--- src/rtl/paddle_input_arbiter.sv ---
// Per-player paddle position arbiter: picks analog stick or digital up/down
// (last active wins, digital beats analog on a tie), applies an accelerating
// saturating step for digital motion, and updates only on the vsync rising edge.
module paddle_input_arbiter #(
  parameter int DEADZONE = 8,
  parameter int STEP_MIN = 2,
  parameter int STEP_MAX = 8
) (
  input  logic        clk_sys,
  input  logic        reset,
  input  logic        vsync,
  input  logic [15:0] joy_analog_0,
  input  logic [15:0] joy_analog_1,
  input  logic        up_0,
  input  logic        down_0,
  input  logic        up_1,
  input  logic        down_1,
  output logic [7:0]  paddle1_vpos,
  output logic [7:0]  paddle2_vpos,
  output logic [1:0]  src_0,
  output logic [1:0]  src_1
);

  typedef enum logic [1:0] {
    StIdle    = 2'd0,
    StAnalog  = 2'd1,
    StDigital = 2'd2
  } state_e;

  localparam logic [6:0] StepMin = 7'(STEP_MIN);
  localparam logic [6:0] StepMax = 7'(STEP_MAX);

  logic       vsync_q;
  logic       tick;

  state_e     state_q   [2];
  state_e     state_d   [2];
  logic [7:0] vpos_q    [2];
  logic [7:0] vpos_d    [2];
  logic [6:0] step_q    [2];
  logic [6:0] step_d    [2];
  logic       dir_q     [2];  // 1 = down, 0 = up
  logic       dir_d     [2];
  logic       dir_vld_q [2];  // a direction was held on the previous tick
  logic       dir_vld_d [2];

  logic [7:0] joy_y   [2];
  logic       up      [2];
  logic       down    [2];
  logic       ana_act [2];
  logic       dig_act [2];
  logic [8:0] sum     [2];

  logic unused_joy_x;
  assign unused_joy_x = ^{joy_analog_0[7:0], joy_analog_1[7:0]};

  assign tick = vsync & ~vsync_q;

  // Gather per-player inputs into arrays so both channels share one datapath description.
  always_comb begin
    joy_y[0] = joy_analog_0[15:8];
    joy_y[1] = joy_analog_1[15:8];
    up[0]    = up_0;
    up[1]    = up_1;
    down[0]  = down_0;
    down[1]  = down_1;
  end

  // Per-channel source selection, step acceleration and position update on the frame tick.
  always_comb begin
    for (int ch = 0; ch < 2; ch++) begin
      state_d[ch]   = state_q[ch];
      vpos_d[ch]    = vpos_q[ch];
      step_d[ch]    = step_q[ch];
      dir_d[ch]     = dir_q[ch];
      dir_vld_d[ch] = dir_vld_q[ch];
      sum[ch]       = 9'd0;
      ana_act[ch]   = (int'($signed(joy_y[ch])) > DEADZONE) ||
                      (int'($signed(joy_y[ch])) < -DEADZONE);
      dig_act[ch]   = up[ch] ^ down[ch];

      if (tick) begin
        if (dig_act[ch]) begin
          state_d[ch] = StDigital;
        end else if (ana_act[ch]) begin
          state_d[ch] = StAnalog;
        end

        if (dig_act[ch]) begin
          if (dir_vld_q[ch] && (dir_q[ch] == down[ch])) begin
            step_d[ch] = (step_q[ch] >= StepMax) ? StepMax : step_q[ch] + 7'd1;
          end else begin
            step_d[ch] = StepMin;
          end
          dir_d[ch]     = down[ch];
          dir_vld_d[ch] = 1'b1;
        end else begin
          step_d[ch]    = StepMin;
          dir_d[ch]     = 1'b0;
          dir_vld_d[ch] = 1'b0;
        end

        case (state_d[ch])
          StIdle:   vpos_d[ch] = 8'h80;
          // Offset-binary conversion: adding 0x80 mod 256 is an MSB flip.
          StAnalog: vpos_d[ch] = {~joy_y[ch][7], joy_y[ch][6:0]};
          StDigital: begin
            if (dig_act[ch]) begin
              if (down[ch]) begin
                sum[ch]    = {1'b0, vpos_q[ch]} + {2'b00, step_d[ch]};
                vpos_d[ch] = sum[ch][8] ? 8'hFF : sum[ch][7:0];
              end else begin
                sum[ch]    = {1'b0, vpos_q[ch]} - {2'b00, step_d[ch]};
                vpos_d[ch] = sum[ch][8] ? 8'h00 : sum[ch][7:0];
              end
            end
          end
          default:  vpos_d[ch] = 8'h80;
        endcase
      end
    end
  end

  // State registers; vsync_q resets high so an already-high vsync does not tick.
  always_ff @(posedge clk_sys) begin
    if (reset) begin
      vsync_q <= 1'b1;
      for (int ch = 0; ch < 2; ch++) begin
        state_q[ch]   <= StIdle;
        vpos_q[ch]    <= 8'h80;
        step_q[ch]    <= StepMin;
        dir_q[ch]     <= 1'b0;
        dir_vld_q[ch] <= 1'b0;
      end
    end else begin
      vsync_q <= vsync;
      for (int ch = 0; ch < 2; ch++) begin
        state_q[ch]   <= state_d[ch];
        vpos_q[ch]    <= vpos_d[ch];
        step_q[ch]    <= step_d[ch];
        dir_q[ch]     <= dir_d[ch];
        dir_vld_q[ch] <= dir_vld_d[ch];
      end
    end
  end

  assign paddle1_vpos = vpos_q[0];
  assign paddle2_vpos = vpos_q[1];
  assign src_0        = state_q[0];
  assign src_1        = state_q[1];

endmodule

--- config.mk ---
export PLATFORM = sky130hd
export DESIGN_NAME = paddle_input_arbiter
export DESIGN_NICKNAME = d
export VERILOG_FILES = /design/src/rtl/paddle_input_arbiter.sv
export SDC_FILE = /design/constraint.sdc
export NUM_CORES = 1
export LEC_CHECK = 0
export CAP_MARGIN = 5
export CORE_MARGIN = 2
export CORE_UTILIZATION = 54
export DETAILED_ROUTE_END_ITERATION = 12
export GPL_TIMING_DRIVEN = 0
export PLACE_DENSITY = 0.82
export SLEW_MARGIN = 5
export SYNTH_ARGS = -nofsm -noshare
export SYNTH_HDL_FRONTEND = slang
export SYNTH_SLANG_ARGS = --single-unit
--- constraint.sdc ---
create_clock -name clk_sys -period 4 [get_ports clk_sys]
set_input_delay 0.4 -clock clk_sys [delete_from_list [all_inputs] [get_ports clk_sys]]
set_output_delay 0.4 -clock clk_sys [all_outputs]
set_load 0.03 [all_outputs]
==> Word-level counts from Yosys, hierarchy flattened <==
Memories as Yosys holds them, arrays and structs flattened.
Index checks and enable logic that the tools add are counted.
{ "word_totals": {"reg_bits": 1, "ram_bits": 38, "inputBits": 39, "wordCells": 95, "mem_count": 5} }
{ "op_classes": {"n_addsub": 6, "n_lt_le_gt_ge": 6, "eq_ne": 6, "muxes": 51, "bitwise_logic": 16, "reduce_logical": 4} }
{ "memory_table": {"columns": ["name", "words", "width", "rd", "rd_clocked_by_memory_dff", "wr", "line_no", "text"], "rows": [
  ["vpos_q", 2, 8, 2, 0, 2, "38", "logic [7:0] vpos_q [2];"],
  ["step_q", 2, 7, 2, 0, 2, "40", "logic [6:0] step_q [2];"],
  ["state_q", 2, 2, 2, 0, 2, "36", "state_e state_q [2];"],
  ["dir_q", 2, 1, 2, 0, 2, "42", "logic dir_q [2];"],
  ["dir_vld_q", 2, 1, 2, 0, 2, "44", "logic dir_vld_q [2];"]
]} }
{ "op_table": {"columns": ["cell", "n"], "rows": [
  ["8-bit 2-to-1 mux", 12],
  ["7-bit 2-to-1 mux", 12],
  ["8-bit one-hot mux with 2 select lines", 2],
  ["2-bit 2-to-1 mux", 10],
  ["8-bit by 7-bit adder with 9-bit output", 2],
  ["8-bit by 7-bit subtractor with 9-bit output", 2],
  ["8-bit by 5-bit > comparator with 1-bit output (second input constant)", 2],
  ["8-bit by 4-bit less-than comparator with 1-bit output (second input constant)", 2],
  ["1-bit 2-to-1 mux", 15],
  ["7-bit by 1-bit adder with 7-bit output (second input constant)", 2],
  ["7-bit by 4-bit greater-or-equal comparator with 1-bit output (second input constant)", 2],
  ["1-bit bitwise OR", 10],
  ["2-bit by 1-bit == test with 1-bit output (second input constant)", 2],
  ["2-bit == test (second input constant)", 2],
  ["1-bit inverter", 3],
  ["1-bit == test", 2],
  ["1-bit logical AND", 2],
  ["1-bit logical OR", 2],
  ["1-bit bitwise XOR", 2],
  ["1-bit AND", 1]
]} }

==> Depth between registers and ports, before layout <==
Gate-level depths: netlist of the first run.
{ "logic_depth": {"word_depth": 12, "mapped_depth": 13, "ltp_nobuf": 13} }

==> Worst setup path after synthesis of the first run <==
Ideal clock, no wire load.
{ "synth_timing": {"kind": "in2reg", "start": "input up_1", "end": "memory vpos_q[1][0] (netlist: vpos_q[0][8])", "setup_ns": 0.117, "t_arrival_ns": 2.860, "setup_slack_ns": 1.022, "path_stages": 13, "path_buffers": 0, "cell_sequence": "inv_1 > ha_1 > nand4b_1 > nor2_1 > ha_1 > inv_1 > fa_1 > a21oi_1 > o2111ai_1 > a21o_1 > o21ai_1 > o221ai_1 > a32o_1"} }
{ "synth_rtl": {"columns": ["item", "line_no", "text"], "rows": [
  ["from (decl)", "16", "input logic up_1,"],
  ["to (decl)", "38", null]
]} }

==> summary.md, run 1 <==
| Metric | Value |
|---|---|
| Status | finished clean |
| Wirelength per Cell | 15.2 um |
| CP Class | in2reg |
| R2r startpoint | step_q[0][3]$_SDFFE_PP0P_ |
| Most used DFF post-synth | dfxtp_1 |
| Setup slack, reg-to-reg | 0.56 ns |
| Final GP Congestion | 0.926 |
| Number of synthesized register bits | 39 |
| Post-CTS Hold Fix Bufs | 0 |
| Clock root cell | clkbuf_8 |
| Layout cells sized above 1 | 5.64% |
| Area grow syn2layout | 19.8% |
| Crit-path most repeated cell | ha_1 |
| Cell area after synthesis | 3300 um^2 |
| Final wirelength | 8440 um |
| Syn Area/Cell | 7.86 um^2 |
| Final Cycle Share | 94.5% |
| Peak Freq | 0.265 GHz |
| Number of I/O port buffers | 41 |
| CP max FO | 7 |
| N_diodes | 0 |
| Max-cap violations | 0 |
| Multi-input logic area | 2320 um^2 |
| DRC errors left | 0 |
| Power Dens Cells | 242 nW/um^2 |
| Post-synth EDFFs | 0 |
| Layout Nets | 561 |
| Worst hold path class | reg2reg |
| Pin count of the biggest net entering global routing | 14 |
| Antenna Violating Nets Remaining | 0 |
| Worst EP required | 4.22 ns |
| DR iter-0 viols | 219 |
| Vias | 3224 |
| H-tree depth | 2 |
| RSZ-0062 raised after global routing | false |
| Post-synth cell types | 66 |
| Peak VDD IR | 0.128 mV |
| First-pass GRT wire length | 13700 um |
| Layout Utilization | 66.8% |
| Placed insts | 546 |
| Clock tree buffer depth | 2 |
| Sequential fraction of the synthesis area | 23.6% |
| Clock Latency Late Sink | 0.30 ns |
| Crit path cell chain | clkdlybuf4s50_1, ha_1, nand4b_1, nor2_1, ha_1, inv_1, fa_1, or2_1, a221oi_2, o211ai_1, nand2_1, o21ai_0, o22ai_1 |
| Core area | 5920 um^2 |
| DPL Wire Length | 6690 um |
| Syn Inst Count | 420 |
| Die Height | 82.2 um |
| Worst Skew | 0.00591 ns |
| Final cell count without fillers | 554 |
| CP Launch Type | input pin |
| Post-layout minimum cycle time | 3.78 ns |
| Hold Path End | step_q[0][3]$_SDFFE_PP0P_ |
| Flip-flop and latch area | 781 um^2 |
| Number of detailed-route iterations in the first pass | 5 |
| Starting Density | 55.8% |
| Num CTS Buffers | 5 |
| Worst-margin pin slew | 0.574 ns |
| Hold depth | 2 |
| FFs w/ async S/R, synth | 0% |
| Clock transition at path regs | 0.08 ns |
| TritonCTS Sinks | 39 |
| Gr usage total | 26.4% |
| LEAKAGE | 0.00161 uW |
| Hold wc startpoint | step_q[0][3]$_SDFFE_PP0P_ |
| Final setup fails | 0 |
| Vias per cell | 5.82 |
| Slowest stage delay, CP | 0.65 ns |
| Vias in the first global route | 2939 |
| Die ar. | 6760 um^2 |
| YS warnings | 0 |
| Crit Reg-Reg Endpoint | vpos_q[0][4]$_SDFFE_PP0P_ |
| Fill cells | 535 |
| CTS tree | done |
| Cell Rows | 28 |
| IO Pins | 59 |
| CP endpoint kind | register |
| Sum of negative setup slack | 0 ns |
| Slowest library cell on the worst path | clkdlybuf4s50_1 |
| Data arrival, critical path | 4.00 ns |
| R2R cell count | 12 |
| Final Hold Viols | 0 |
| Slew Viols, Final | 0 |
| Remaining Overflow, GRT | 0 |
| Rel. slew slack | 61.7% |
| Initial antenna violation count | 0 |
| Chip Width | 82.2 um |
## layout by cell type, fill, tap and decap left out, drive strengths merged, types with 3 or more instances in the layout
cell type / count
a211o: 4
a21o: 4
a21oi: 45
a221oi: 3
a31o: 3
and2: 6
and3: 9
buf: 10
clkbuf: 14
clkdlybuf4s50: 41
conb: 12
dfxtp: 39
fa: 4
ha: 40
inv: 37
nand2: 26
nand2b: 4
nand3: 8
nand4: 3
nor2: 41
nor2b: 3
nor3: 8
nor4: 6
o21a: 4
o21ai: 14
o21bai: 6
o22ai: 15
o31ai: 4
or2: 4
or3: 3
xnor2: 14
xor2: 8
## cell families after synthesis
group | after synthesis | share of synthesized area, %
buf+inv | 56 | 7.27
xor+xnor | 22 | 5.83
flops | 39 | 23.6
simple gates | 130 | 19.6
fa+ha+maj | 44 | 17.6
mux | 1 | 0.303
compound gates | 126 | 25.5
other cells | 2 | 0.227
## routing by layer
layer / routed length [um] / track usage, % / vias up
met1: 3710 / 33.2 / 1521
li1: - / - / 1599
met3: 364 / 3.80 / 13
met5: 0 / 0 / -
met4: 105 / 6.50 / 0
met2: 4260 / 47.2 / 91
## what timing repair did
item                       CTS  global route
setup buffers                0             0
setup endpoints to repair    0             3
resized for setup            0             1
## how the worst max path moves through the flow
stage	startpoint	end	slack, ns	cells after the start
finish	down_1	vpos_q[0][10]$_SDFFE_PP0P_	0.22	13
global route	down_1	vpos_q[0][10]$_SDFFE_PP0P_	0.006	13
CTS	down_1	vpos_q[0][13]$_SDFFE_PP0P_	0.18	12
detailed placement	down_1	vpos_q[0][13]$_SDFFE_PP0P_	-0.12	12
global placement	down_1	vpos_q[0][13]$_SDFFE_PP0P_	-0.03	12
floorplan	up_1	vpos_q[0][8]$_SDFFE_PP0P_	1.02	13
## critical path: cells and delay by family
family          cells  cell delay (ns)
simple gates        4             1.02
buf+inv             2             0.71
fa+ha+maj           3             0.98
compound gates      4             0.87
## synth_stat cells (3+ instances only)
library cell / instances / area share, %
nor3_1: 8 / 1.2
and2_1: 6 / 1.1
dfxtp_1: 39 / 24
xor2_1: 8 / 2.1
o31ai_1: 3 / 0.68
o22ai_1: 14 / 2.7
nor2b_1: 3 / 0.57
o21ai_0: 11 / 1.7
nand4_1: 3 / 0.57
a21o_1: 4 / 0.91
ha_1: 40 / 15
nand2b_1: 3 / 0.57
o21ai_1: 3 / 0.45
a211o_1: 4 / 1.1
xnor2_1: 14 / 3.7
nand2_1: 26 / 3.0
fa_1: 4 / 2.4
nor4_1: 6 / 1.1
o21a_1: 4 / 0.91
a21oi_1: 44 / 6.7
o21bai_1: 6 / 1.4
buf_6: 3 / 1.0
or3_1: 3 / 0.57
buf_2: 5 / 0.76
and3_1: 9 / 1.7
clkbuf_1: 8 / 0.91
nand3_1: 8 / 1.2
nor2_1: 41 / 4.7
inv_1: 37 / 4.2
## state kept, by name (all words and copies together) (netlist names)
signal and flops:
state_q 4, dir_vld_q 2, step_q 14, dir_q 2, vpos_q 16, vsync_q 1
## where the power goes
part	total (uW)	internal, uW	switching [uW]
registers	405	396	8.87
clock network	341	186	156
logic	211	89.1	122
## layout make-up
class                      instances  share of cell area, %
multi-input combinational        335                   58.6
sequential                        39                   19.7
timing repair buffer              41                   10.4
inverter                          37                   3.51
buffer                            19                   2.56
tap                               75                   2.37
clock buffer                       5                   1.74
clock inverter                     3                   1.11
## through the flow
step / setup slack [ns] / total power [uW] / hold slack [ns] / area [um^2]
after floorplan: 1.02 / 550 / 0.430 / 3340
after global placement: -0.0251 / 618 / 0.444 / 3840
after detailed placement: -0.120 / 621 / 0.448 / 3840
after CTS: 0.180 / 958 / 0.463 / 3960
after global routing: 0.00590 / 999 / 0.476 / 3960
final: 0.220 / 958 / 0.463 / 3960
(Power assumes the default switching activity.)
==> inputs of run 2 (changes only) <==
--- a/config.mk
+++ b/config.mk
@@ -7,10 +7,12 @@
 export LEC_CHECK = 0
 export CAP_MARGIN = 5
 export CORE_MARGIN = 2
-export CORE_UTILIZATION = 54
+export CORE_UTILIZATION = 50
+export CTS_BUF_LIST = sky130_fd_sc_hd__clkbuf_4
 export DETAILED_ROUTE_END_ITERATION = 12
 export GPL_TIMING_DRIVEN = 0
-export PLACE_DENSITY = 0.82
+export HOLD_SLACK_MARGIN = 0.06
+export PLACE_DENSITY = 0.8
 export SLEW_MARGIN = 5
 export SYNTH_ARGS = -nofsm -noshare
 export SYNTH_HDL_FRONTEND = slang
==> constraint.sdc (replaced) <==
create_clock -name clk_sys -period 3.4 [get_ports clk_sys]
set_input_delay 0.34 -clock clk_sys [delete_from_list [all_inputs] [get_ports clk_sys]]
set_output_delay 0.34 -clock clk_sys [all_outputs]
set_load 0.03 [all_outputs]
==> run 2 against run 1 <==
- die area rose by 7.6%
- non-clock buffer count rose by 4
- sequential power rose by 18%
- count of clock-buffer cells in the layout did not move
- worst hold slack improved by 0.019 ns
- via count rose by 1.1%
- clock power fell by 26%
- sequential share of layout area fell by 0.24 points
- highest routed layer unchanged
==> summary.md, run 2 (synthesized netlist as in run 1, its figures left out) <==
| Metric | Value |
|---|---|
| Gr usage total | 23.8% (was 26.4%) |
| Layout cells sized above 1 | 8.70% (was 5.64%) |
| Slew Viols, Final | 0 (unchanged) |
| IO Pins | 59 (unchanged) |
| Worst EP required | 3.68 ns (was 4.22 ns) |
| Final Cycle Share | 95.8% |
| Clock transition at path regs | 0.14 ns (was 0.08 ns) |
| DR iter-0 viols | 230 (was 219) |
| Fill cells | 587 (was 535) |
| N_diodes | 0 (unchanged) |
| Cell Rows | 29 (was 28) |
| Most common cell after layout, fill and taps aside | a21oi_1 (unchanged) |
| Data arrival, critical path | 3.54 ns (was 4.00 ns) |
| CP endpoint kind | register (unchanged) |
| Final Hold Viols | 0 (unchanged) |
| Switching Fraction | 33.7% (was 29.9%) |
| R2r startpoint | step_q[0][3]$_SDFFE_PP0P_ (unchanged) |
| Top Family by Delay on Critical Path | simple AND/OR/NAND/NOR gates (unchanged) |
| Core area | 6390 um^2 (was 5920 um^2) |
| Clk pwr share | 25.8% (was 35.7%) |
| Slowest library cell on the worst path | clkdlybuf4s50_1 (unchanged) |
| LEAKAGE | 0.00164 uW (was 0.00161 uW) |
| Clock root cell | clkbuf_4 (was clkbuf_8) |
| Power Dens Cells | 246 nW/um^2 (was 242 nW/um^2) |
| DPL Wire Length | 6620 um (was 6690 um) |
| Top reg by flops | vpos_q (unchanged) |
| Max-cap violations | 0 (unchanged) |
| Clock Latency Late Sink | 0.37 ns (was 0.30 ns) |
| Hold wc startpoint | step_q[0][10]$_SDFFE_PP0P_ (was step_q[0][3]$_SDFFE_PP0P_) |
| Placed insts | 548 (was 546) |
| CP max FO | 7 (unchanged) |
| Vias | 3258 (was 3224) |
| Peak VDD IR | 0.166 mV (was 0.128 mV) |
| Pin count of the biggest net entering global routing | 14 (unchanged) |
| Antenna Violating Nets Remaining | 0 (unchanged) |
| Crit path cell chain | clkdlybuf4s50_1, inv_1, ha_4, nand4b_1, nor2_2, ha_2, inv_1, fa_1, or2_1, a221o_1, o22ai_2, nand2b_4, o22ai_1, o22ai_1 (was clkdlybuf4s50_1, ha_1, nand4b_1, nor2_1, ha_1, inv_1, fa_1, or2_1, a221oi_2, o211ai_1, nand2_1, o21ai_0, o22ai_1) |
| Worst hold path class | reg2reg (unchanged) |
| Layout Nets | 565 (was 561) |
| Peak Freq | 0.307 GHz |
| First-pass GRT wire length | 14000 um (was 13700 um) |
| CP Launch Type | input pin (unchanged) |
| Post-layout minimum cycle time | 3.26 ns |
| Final Hold Slack | 0.482 ns (was 0.463 ns) |
| Final wirelength | 8630 um (was 8440 um) |
| Die Height | 85.3 um (was 82.2 um) |
| H-tree depth | 2 (unchanged) |
| Clock tree buffer depth | 2 (unchanged) |
| Slowest stage delay, CP | 0.46 ns (was 0.65 ns) |
| Die ar. | 7270 um^2 (was 6760 um^2) |
| Starting Density | 51.7% (was 55.8%) |
| Initial antenna violation count | 0 (unchanged) |
| Commonest non-fill, non-tap cells in the layout | 42 x a21oi_1, 39 x nor2_1, 39 x dfxtp_1, 39 x clkdlybuf4s50_1 (was 44 x a21oi_1, 41 x nor2_1, 41 x clkdlybuf4s50_1) |
| CP startpoint | up_0 (was down_1) |
| Layout Utilization | 62.7% (was 66.8%) |
| Area after DPL | 3850 um^2 (was 3840 um^2) |
| Worst path bufs/invs | 3 (was 2) |
| Final cell count without fillers | 560 (was 554) |
| Vias per cell | 5.82 (about the same) |
| Number of detailed-route iterations in the first pass | 5 (unchanged) |
| TritonCTS Sinks | 39 (unchanged) |
| CP Class | in2reg (unchanged) |
| Design area | 4010 um^2 (was 3960 um^2) |
| Remaining Overflow, GRT | 0 (unchanged) |
| Wirelength per Cell | 15.4 um (was 15.2 um) |
| Rel. slew slack | 62.2% (was 61.7%) |
| Combinational Power Share | 25.8% (was 22.0%) |
| Top Registers | vpos_q (16), step_q (14), state_q (4) (unchanged) |
| Vias in the first global route | 3041 (was 2939) |
| CTS tree | done (unchanged) |
| Area grow syn2layout | 21.3% (was 19.8%) |
| Worst-margin pin slew | 0.566 ns (was 0.574 ns) |
| Number of I/O port buffers | 41 (unchanged) |
| Worst Skew | 0.00943 ns (was 0.00591 ns) |
| Max reg flops | 16 (unchanged) |
| DRC errors left | 0 (unchanged) |
| Status | finished clean (unchanged) |
| Final setup fails | 0 (unchanged) |
| Reg power frac | 48.4% (was 42.3%) |
| Cell Int Power | 654 uW (was 671 uW) |
| Chip Width | 85.3 um (was 82.2 um) |
| Num CTS Buffers | 5 (unchanged) |
| NetSw | 332 uW (was 286 uW) |
| Final GP Congestion | 0.976 (was 0.926) |
==> run 2: routing by layer <==
| metal | vias up | track usage, % | part of all wire [%] |
|---|---|---|---|
| met5 | - | 0 | 0 |
| met4 | 0 | 7.65 | 1.9 |
| met3 | 18 | 3.79 | 4.8 |
| met2 | 99 | 40.8 | 49 |
| met1 | 1526 | 30.5 | 45 |
| li1 | 1615 | - | - |
==> run 2: cell type report <==
type / count / area (um^2) / area share (%)
Buffer: 19 / 101 / 2.53
Clock buffer: 5 / 37.5 / 0.937
Clock inverter: 3 / 20.0 / 0.500
Inverter: 37 / 139 / 3.47
Multi-Input combinational cell: 335 / 2390 / 59.7
Sequential cell: 39 / 781 / 19.5
Tap cell: 77 / 96.3 / 2.40
Timing Repair Buffer: 45 / 438 / 10.9
==> run 2: power groups by stage <==
stage | Sequential, uW | Combinational, uW | Clock, uW
floorplan | 498 | 149 | 0
global placement | 487 | 238 | 0
detailed placement | 487 | 243 | 0
CTS | 477 | 244 | 260
global route | 479 | 278 | 284
finish | 477 | 255 | 254
==> run 2: through the flow <==
step / TNS (ns) / total power (uW) / worst slack (ns)
floorplan: 0 / 647 / 0.482
global placement: -6.53 / 725 / -0.503
detailed placement: -6.73 / 730 / -0.560
CTS: 0 / 981 / 0.00572
global route: -0.00628 / 1040 / -0.00255
finish: 0 / 987 / 0.142
==> run 2: final timing paths <==
check / endpoint / slack, ns / cells after the start
max: vpos_q[0][5]$_SDFFE_PP0P_ / 0.14 / 14
min: step_q[0][10]$_SDFFE_PP0P_ / 0.48 / 2
max reg2reg: vpos_q[0][5]$_SDFFE_PP0P_ / 0.20 / 12
min reg2reg: step_q[0][10]$_SDFFE_PP0P_ / 0.48 / 2
==> run 2: repair_timing <==
item / 4_1_cts / 5_1_grt
endpoints found under the setup margin: 12 / 16
hold buffers: 0 / 0
gates resized for setup: 4 / 14
setup buffers: 0 / 4
pin swaps: 0 / 6
==> run 2: worst reg2reg max path, cell delays in order, from the launching register on <==
cell and delay [ns]:
dfxtp_1 0.36, nor4_4 0.37, nand4b_1 0.23, nor2_2 0.22, ha_2 0.20, inv_1 0.05, fa_1 0.39, or2_1 0.26
a221o_1 0.41, o22ai_2 0.15, nand2b_4 0.18, o22ai_1 0.10, o22ai_1 0.20
